**config.mk**
```make
export PLATFORM = sky130hd
export DESIGN_NAME = alu
export DESIGN_NICKNAME = d
export VERILOG_FILES = /design/src/rtl/alu.sv
export SDC_FILE = /design/constraint.sdc
export NUM_CORES = 1
export LEC_CHECK = 0
export CAP_MARGIN = 15
export CORE_AREA = 2 2 39 41
export DETAILED_ROUTE_END_ITERATION = 10
export DIE_AREA = 0 0 41 43
export DONT_BUFFER_PORTS = 1
export GPL_TIMING_DRIVEN = 0
export PLACE_DENSITY_LB_ADDON = 0.2
export SLEW_MARGIN = 20
export SYNTH_ARGS = -nofsm -noshare
export SYNTH_HDL_FRONTEND = slang
export SYNTH_SLANG_ARGS = --single-unit
```
**constraint.sdc**
```tcl
create_clock -name clk -period 0.8 [get_ports clk]
set_input_delay 0.04 -clock clk [delete_from_list [all_inputs] [get_ports clk]]
set_output_delay 0.04 -clock clk [all_outputs]
set_load 0.005 [all_outputs]
```
**src/rtl/alu.sv**
```systemverilog
// ---------------------------------------------------------------------------
// alu -- 2-bit operand, 16-operation ALU with a registered 7-bit result.
//
// A, B and ALU_Sel are sampled on every rising clk edge; ALU_Out and CarryOut
// show the result of that operation from the same edge onward (1-cycle
// latency, no handshake, a new operation may be issued every cycle).
//
// Ports:
//   clk       in   1  rising-edge clock
//   rst_n     in   1  asynchronous active-low reset (clears both outputs)
//   A         in   2  operand A, unsigned
//   B         in   2  operand B, unsigned
//   ALU_Sel   in   4  operation select (all 16 codes defined)
//   ALU_Out   out  7  registered result
//   CarryOut  out  1  registered carry / borrow / divide-error flag
//
// Configuration macro: ALU_MULDIV_EN
//   defined   -> 0x2 MUL and 0x3 DIV are implemented
//   undefined -> 0x2 and 0x3 return zero and no multiplier/divider is built
// ---------------------------------------------------------------------------
module alu (
    input  logic       clk,
    input  logic       rst_n,
    input  logic [1:0] A,
    input  logic [1:0] B,
    input  logic [3:0] ALU_Sel,
    output logic [6:0] ALU_Out,
    output logic       CarryOut
);

    localparam int unsigned OPW  = 2;
    localparam int unsigned SELW = 4;
    localparam int unsigned RESW = 7;

    // Operation codes
    localparam logic [SELW-1:0] OP_ADD  = 4'h0;
    localparam logic [SELW-1:0] OP_SUB  = 4'h1;
    localparam logic [SELW-1:0] OP_MUL  = 4'h2;
    localparam logic [SELW-1:0] OP_DIV  = 4'h3;
    localparam logic [SELW-1:0] OP_SHL  = 4'h4;
    localparam logic [SELW-1:0] OP_SHR  = 4'h5;
    localparam logic [SELW-1:0] OP_ROL  = 4'h6;
    localparam logic [SELW-1:0] OP_ROR  = 4'h7;
    localparam logic [SELW-1:0] OP_AND  = 4'h8;
    localparam logic [SELW-1:0] OP_OR   = 4'h9;
    localparam logic [SELW-1:0] OP_XOR  = 4'hA;
    localparam logic [SELW-1:0] OP_NOR  = 4'hB;
    localparam logic [SELW-1:0] OP_NAND = 4'hC;
    localparam logic [SELW-1:0] OP_XNOR = 4'hD;
    localparam logic [SELW-1:0] OP_GT   = 4'hE;
    localparam logic [SELW-1:0] OP_EQ   = 4'hF;

    logic [RESW-1:0] r_out;
    logic            r_carry;

    logic [RESW-1:0] w_res;
    logic            w_carry;
    logic [OPW:0]    w_sum;     // 3-bit sum; bit 2 is the add carry
    logic [RESW-1:0] w_diff;    // sign-extended difference

`ifdef ALU_MULDIV_EN
    logic [2*OPW-1:0] w_prod;   // 0..9
    logic [OPW-1:0]   w_quot;   // 0..3
    logic             w_div0;
`endif

    // Shared arithmetic terms, widened before the operator so nothing truncates
    always_comb begin
        w_sum  = (OPW+1)'(A) + (OPW+1)'(B);
        w_diff = RESW'(A) - RESW'(B);
    end

`ifdef ALU_MULDIV_EN
    // Multiplier and divider; divide by zero yields quotient 0 plus error flag
    always_comb begin
        w_prod = (2*OPW)'(A) * (2*OPW)'(B);
        w_div0 = (B == '0);
        w_quot = w_div0 ? '0 : (A / B);
    end
`endif

    // Result and flag selection
    always_comb begin
        w_res   = '0;
        w_carry = 1'b0;
        case (ALU_Sel)
            OP_ADD: begin
                w_res   = RESW'(w_sum);
                w_carry = w_sum[OPW];
            end
            OP_SUB: begin
                w_res   = w_diff;
                w_carry = (A < B);
            end
`ifdef ALU_MULDIV_EN
            OP_MUL: w_res = RESW'(w_prod);
            OP_DIV: begin
                w_res   = RESW'(w_quot);
                w_carry = w_div0;
            end
`else
            // Left at the zero defaults when mul/div are not built
            OP_MUL: w_res = '0;
            OP_DIV: w_res = '0;
`endif
            OP_SHL: begin
                w_res   = RESW'({A, 1'b0});
                w_carry = A[1];
            end
            OP_SHR: begin
                w_res   = RESW'(A[1]);
                w_carry = A[0];
            end
            // A one-place rotate of a 2-bit value is a bit swap in either direction
            OP_ROL:  w_res = RESW'({A[0], A[1]});
            OP_ROR:  w_res = RESW'({A[0], A[1]});
            OP_AND:  w_res = RESW'(A & B);
            OP_OR:   w_res = RESW'(A | B);
            OP_XOR:  w_res = RESW'(A ^ B);
            // Inversion confined to the 2 operand bits; upper bits stay zero
            OP_NOR:  w_res = RESW'(OPW'(~(A | B)));
            OP_NAND: w_res = RESW'(OPW'(~(A & B)));
            OP_XNOR: w_res = RESW'(OPW'(~(A ^ B)));
            OP_GT:   w_res = RESW'(A > B);
            OP_EQ:   w_res = RESW'(A == B);
            default: begin
                w_res   = '0;
                w_carry = 1'b0;
            end
        endcase
    end

    // Output registers -- the only state in the block
    always_ff @(posedge clk or negedge rst_n) begin
        if (!rst_n) begin
            r_out   <= '0;
            r_carry <= 1'b0;
        end else begin
            r_out   <= w_res;
            r_carry <= w_carry;
        end
    end

    assign ALU_Out  = r_out;
    assign CarryOut = r_carry;

endmodule

```
==> qor.yml <==
pwr-share-seq_pct: 33.0
die_x_microns: 41
cts.sinks: 5
initial_utilization_pct: 40.8
crit_path_start_kind: "input pin"
synthMuxAreaShare_pct: 6.21
min-delay-start: "ALU_Sel[3]"
drt_wl_total_mm: 1.06
setup_violations: 7
synth_xor_area_share_pct: 4.66
p_int_mw: 0.619
top_layer: "met4"
switching_share_pct: 27.1
worst_path_max_delay_cell: "fa_1"
placed_cell_area_sq_um: 659
finalMaxSlewViolations: 0
rsz0062_at_grt: "yes"
yosysSeqAreaShare_pct: 22.2
hp-class: "input pin to flop"
dp.cells: 77
post_drt_wl_per_cell_microns: 12.4
routabilityCongestion: 0.734
final_cell_area_sq_um: 752
routed-wl-met3_microns: 56
nNetsFinal: 87
powerDensity_mw_per_mm2: 1130
tightest_slew_ns: 0.239
switchingPower_mw: 0.230
synthArstFlopShare_pct: 100
grt_pass1_wl_mm: 1.77
grt_max_degree: 11
cts-buffers-inserted: 3
core-area_sq_mm: 0.00138
crit_path_end_kind: "flop"
arrival_ns: 1.13
port_buffers: 0
area_growth_pct: 33.3
antenna_found_initial: 0
wl_met1_microns: 406
drtIter0Drc: 4
drtAntennaViolNets: 0
routed-wl-met2_microns: 583
synth_edf_count: 0
startpoint: "A[0]"
num_vias: 456
synth_area_sq_um: 564
whs_ns: -0.00189
synth_seq_cells: 5
fillerInstances: 123
p_leak_nw: 0.316
cts_tree: "built"
synth_top_family_by_area: "compound AO/OA/AOI/OAI gates"
ys.warnings.count: 0
routed_via_density: 5.36
dp_slack_ns: -0.440
avgSynthCellArea_sq_um: 9.25
first_pass_iters: 2
critPathKind: "input pin to flop"
die_h_microns: 43
final_cells: 85
synthAdderAreaFrac_pct: 18.2
first_global_vias: 433
hold_viol_final: 1
post-route-period-util_pct: 121
synthDistinctLibCells: 30
ir_drop_mv: 0.360
whs_endpoint: "CarryOut$_DFF_PN0_"
crit_path_max_incr_delay_ns: 0.47
fin_crit_ns: 0.970
route.detailed.drc: 0
synth_compound_area_share_pct: 19.1
clock_tree.buffer_depth: 2
critPathRequiredTime_ns: 0.96
p_comb_share_pct: 33.5
max-cap-violations: 0
outcome: "complete, but fails checks"
violations: "negative hold slack, negative setup slack"
track_usage_pct: 14.7
slew_headroom_pct: 84.0
worst_slack_ns: -0.170
clkPwrFrac_pct: 33.4
cts_htree_levels: 1
dieArea_sq_mm: 0.00176
antennaDiodeCount: 0
cp_max_fo: 5
yosys.area_share.simple_pct: 14.2
rows: 14
clkSlewWorstSetupHoldPaths_ns: 0.04
cts_root_buffer: "clkbuf_4"
ioPinCount: 18
hold_buffers: 2
synth_flop_cell: "dfrtp_1"
fmax_ghz: 1.03
grt_overflow: 0
crit_chain: "ha_4 > fa_1 > mux2i_1 > o311a_1 > o21ai_1"
whs_path_depth: 2
synthCells: 61
drive_gt1_share_pct: 39.1
synth_fp_nets: 78
place_hpwl_microns: 837
-- worst max path at each step --
stage / end / slack [ns] / cells after the start
floorplan: ALU_Out[0]$_DFF_PN0_ / -0.38 / 6
global placement: ALU_Out[1]$_DFF_PN0_ / -0.43 / 5
detailed placement: ALU_Out[0]$_DFF_PN0_ / -0.44 / 7
CTS: ALU_Out[1]$_DFF_PN0_ / -0.18 / 5
global route: ALU_Out[1]$_DFF_PN0_ / -0.21 / 5
finish: ALU_Out[1]$_DFF_PN0_ / -0.17 / 5
-- cell families (layout without fill, tap and decap cells) --
logic type / count (synthesis) / in the layout
fa+ha+maj: 7 / 7
flops: 5 / 5
simple gates: 15 / 15
buf+inv: 12 / 20
xor+xnor: 3 / 3
mux: 3 / 3
compound gates: 16 / 16
-- placed cells by master (no fill, tap or decap), types with 2 or more instances in the layout --
cell           instances
a21oi_1                3
buf_4                  3
buf_6                  4
clkbuf_4               3
clkbuf_8               2
dfrtp_1                4
dlygate4sd3_1          2
ha_4                   4
inv_12                 2
inv_2                  2
mux2i_1                2
nand2_1                2
nand3_1                2
nor2_1                 4
o21ai_0                3
xor2_1                 2
-- worst max-delay path: cells and delay by family --
family	cells	cell delay, ns
AOI/OAI and AO/OA	2	0.41
adders and majority gates	2	0.61
muxes	1	0.07
-- registers in the layout (all words and copies together) (netlist names) --
register and count:
CarryOut 1, ALU_Out 4
-- synth_stat cells, types with 2 or more instances --
| cell | n | area (sq um) |
|---|---|---|
| fa_1 | 2 | 40.0 |
| dfrtp_1 | 5 | 125 |
| o21ai_0 | 4 | 20.0 |
| a21oi_1 | 4 | 20.0 |
| ha_1 | 5 | 62.6 |
| buf_4 | 4 | 30.0 |
| nand2_1 | 2 | 7.51 |
| nor2_1 | 5 | 18.8 |
| inv_1 | 5 | 18.8 |
| nand3_1 | 2 | 10.0 |
| clkbuf_8 | 2 | 27.5 |
| mux2i_1 | 2 | 20.0 |
| xor2_1 | 2 | 17.5 |
-- routing by layer --
layer	global-route usage, %	vias to the layer above
li1	-	226
met1	15.7	215
met2	24.7	13
met3	0.524	2
met4	12.0	0
met5	0	-
-- power groups by stage --
| stage | combinational [mW] | clock [mW] | sequential (mW) |
|---|---|---|---|
| after floorplan | 0.218 | 0 | 0.283 |
| after global placement | 0.252 | 0 | 0.283 |
| after detailed placement | 0.255 | 0 | 0.284 |
| after CTS | 0.285 | 0.299 | 0.281 |
| after global routing | 0.315 | 0.305 | 0.284 |
| final | 0.285 | 0.284 | 0.280 |
-- layout make-up --
cell class / instances / area (sq um) / share of cell area [%]
flip-flops and latches: 5 / 126 / 16.8
inverters: 5 / 43.8 / 5.82
repair buffers: 4 / 35.0 / 4.66
multi-input cells: 44 / 420 / 55.9
clock buffers: 4 / 26.3 / 3.49
plain buffers: 7 / 80.1 / 10.6
well taps: 16 / 20.0 / 2.66
-- timing repair --
| action | in CTS | in global routing |
|---|---|---|
| setup endpoints to repair | 7 | 7 |
| hold endpoints to repair | 6 | 1 |
| pin swaps | 3 | 0 |
| resized for setup | 8 | 2 |
| buffers inserted | 2 | 0 |
-- through the flow --
stage	setup TNS [ns]	hold WS [ns]	utilization (%)	total power, mW
after floorplan	-1.19	-0.256	-	0.501
after global placement	-1.47	-0.255	47.6	0.535
after detailed placement	-1.55	-0.255	47.6	0.539
after CTS	-0.539	-0.0116	53.9	0.864
after global routing	-0.855	-0.00905	54.3	0.904
final	-0.477	-0.00189	54.3	0.849
Power figures use the tool's default switching activity.
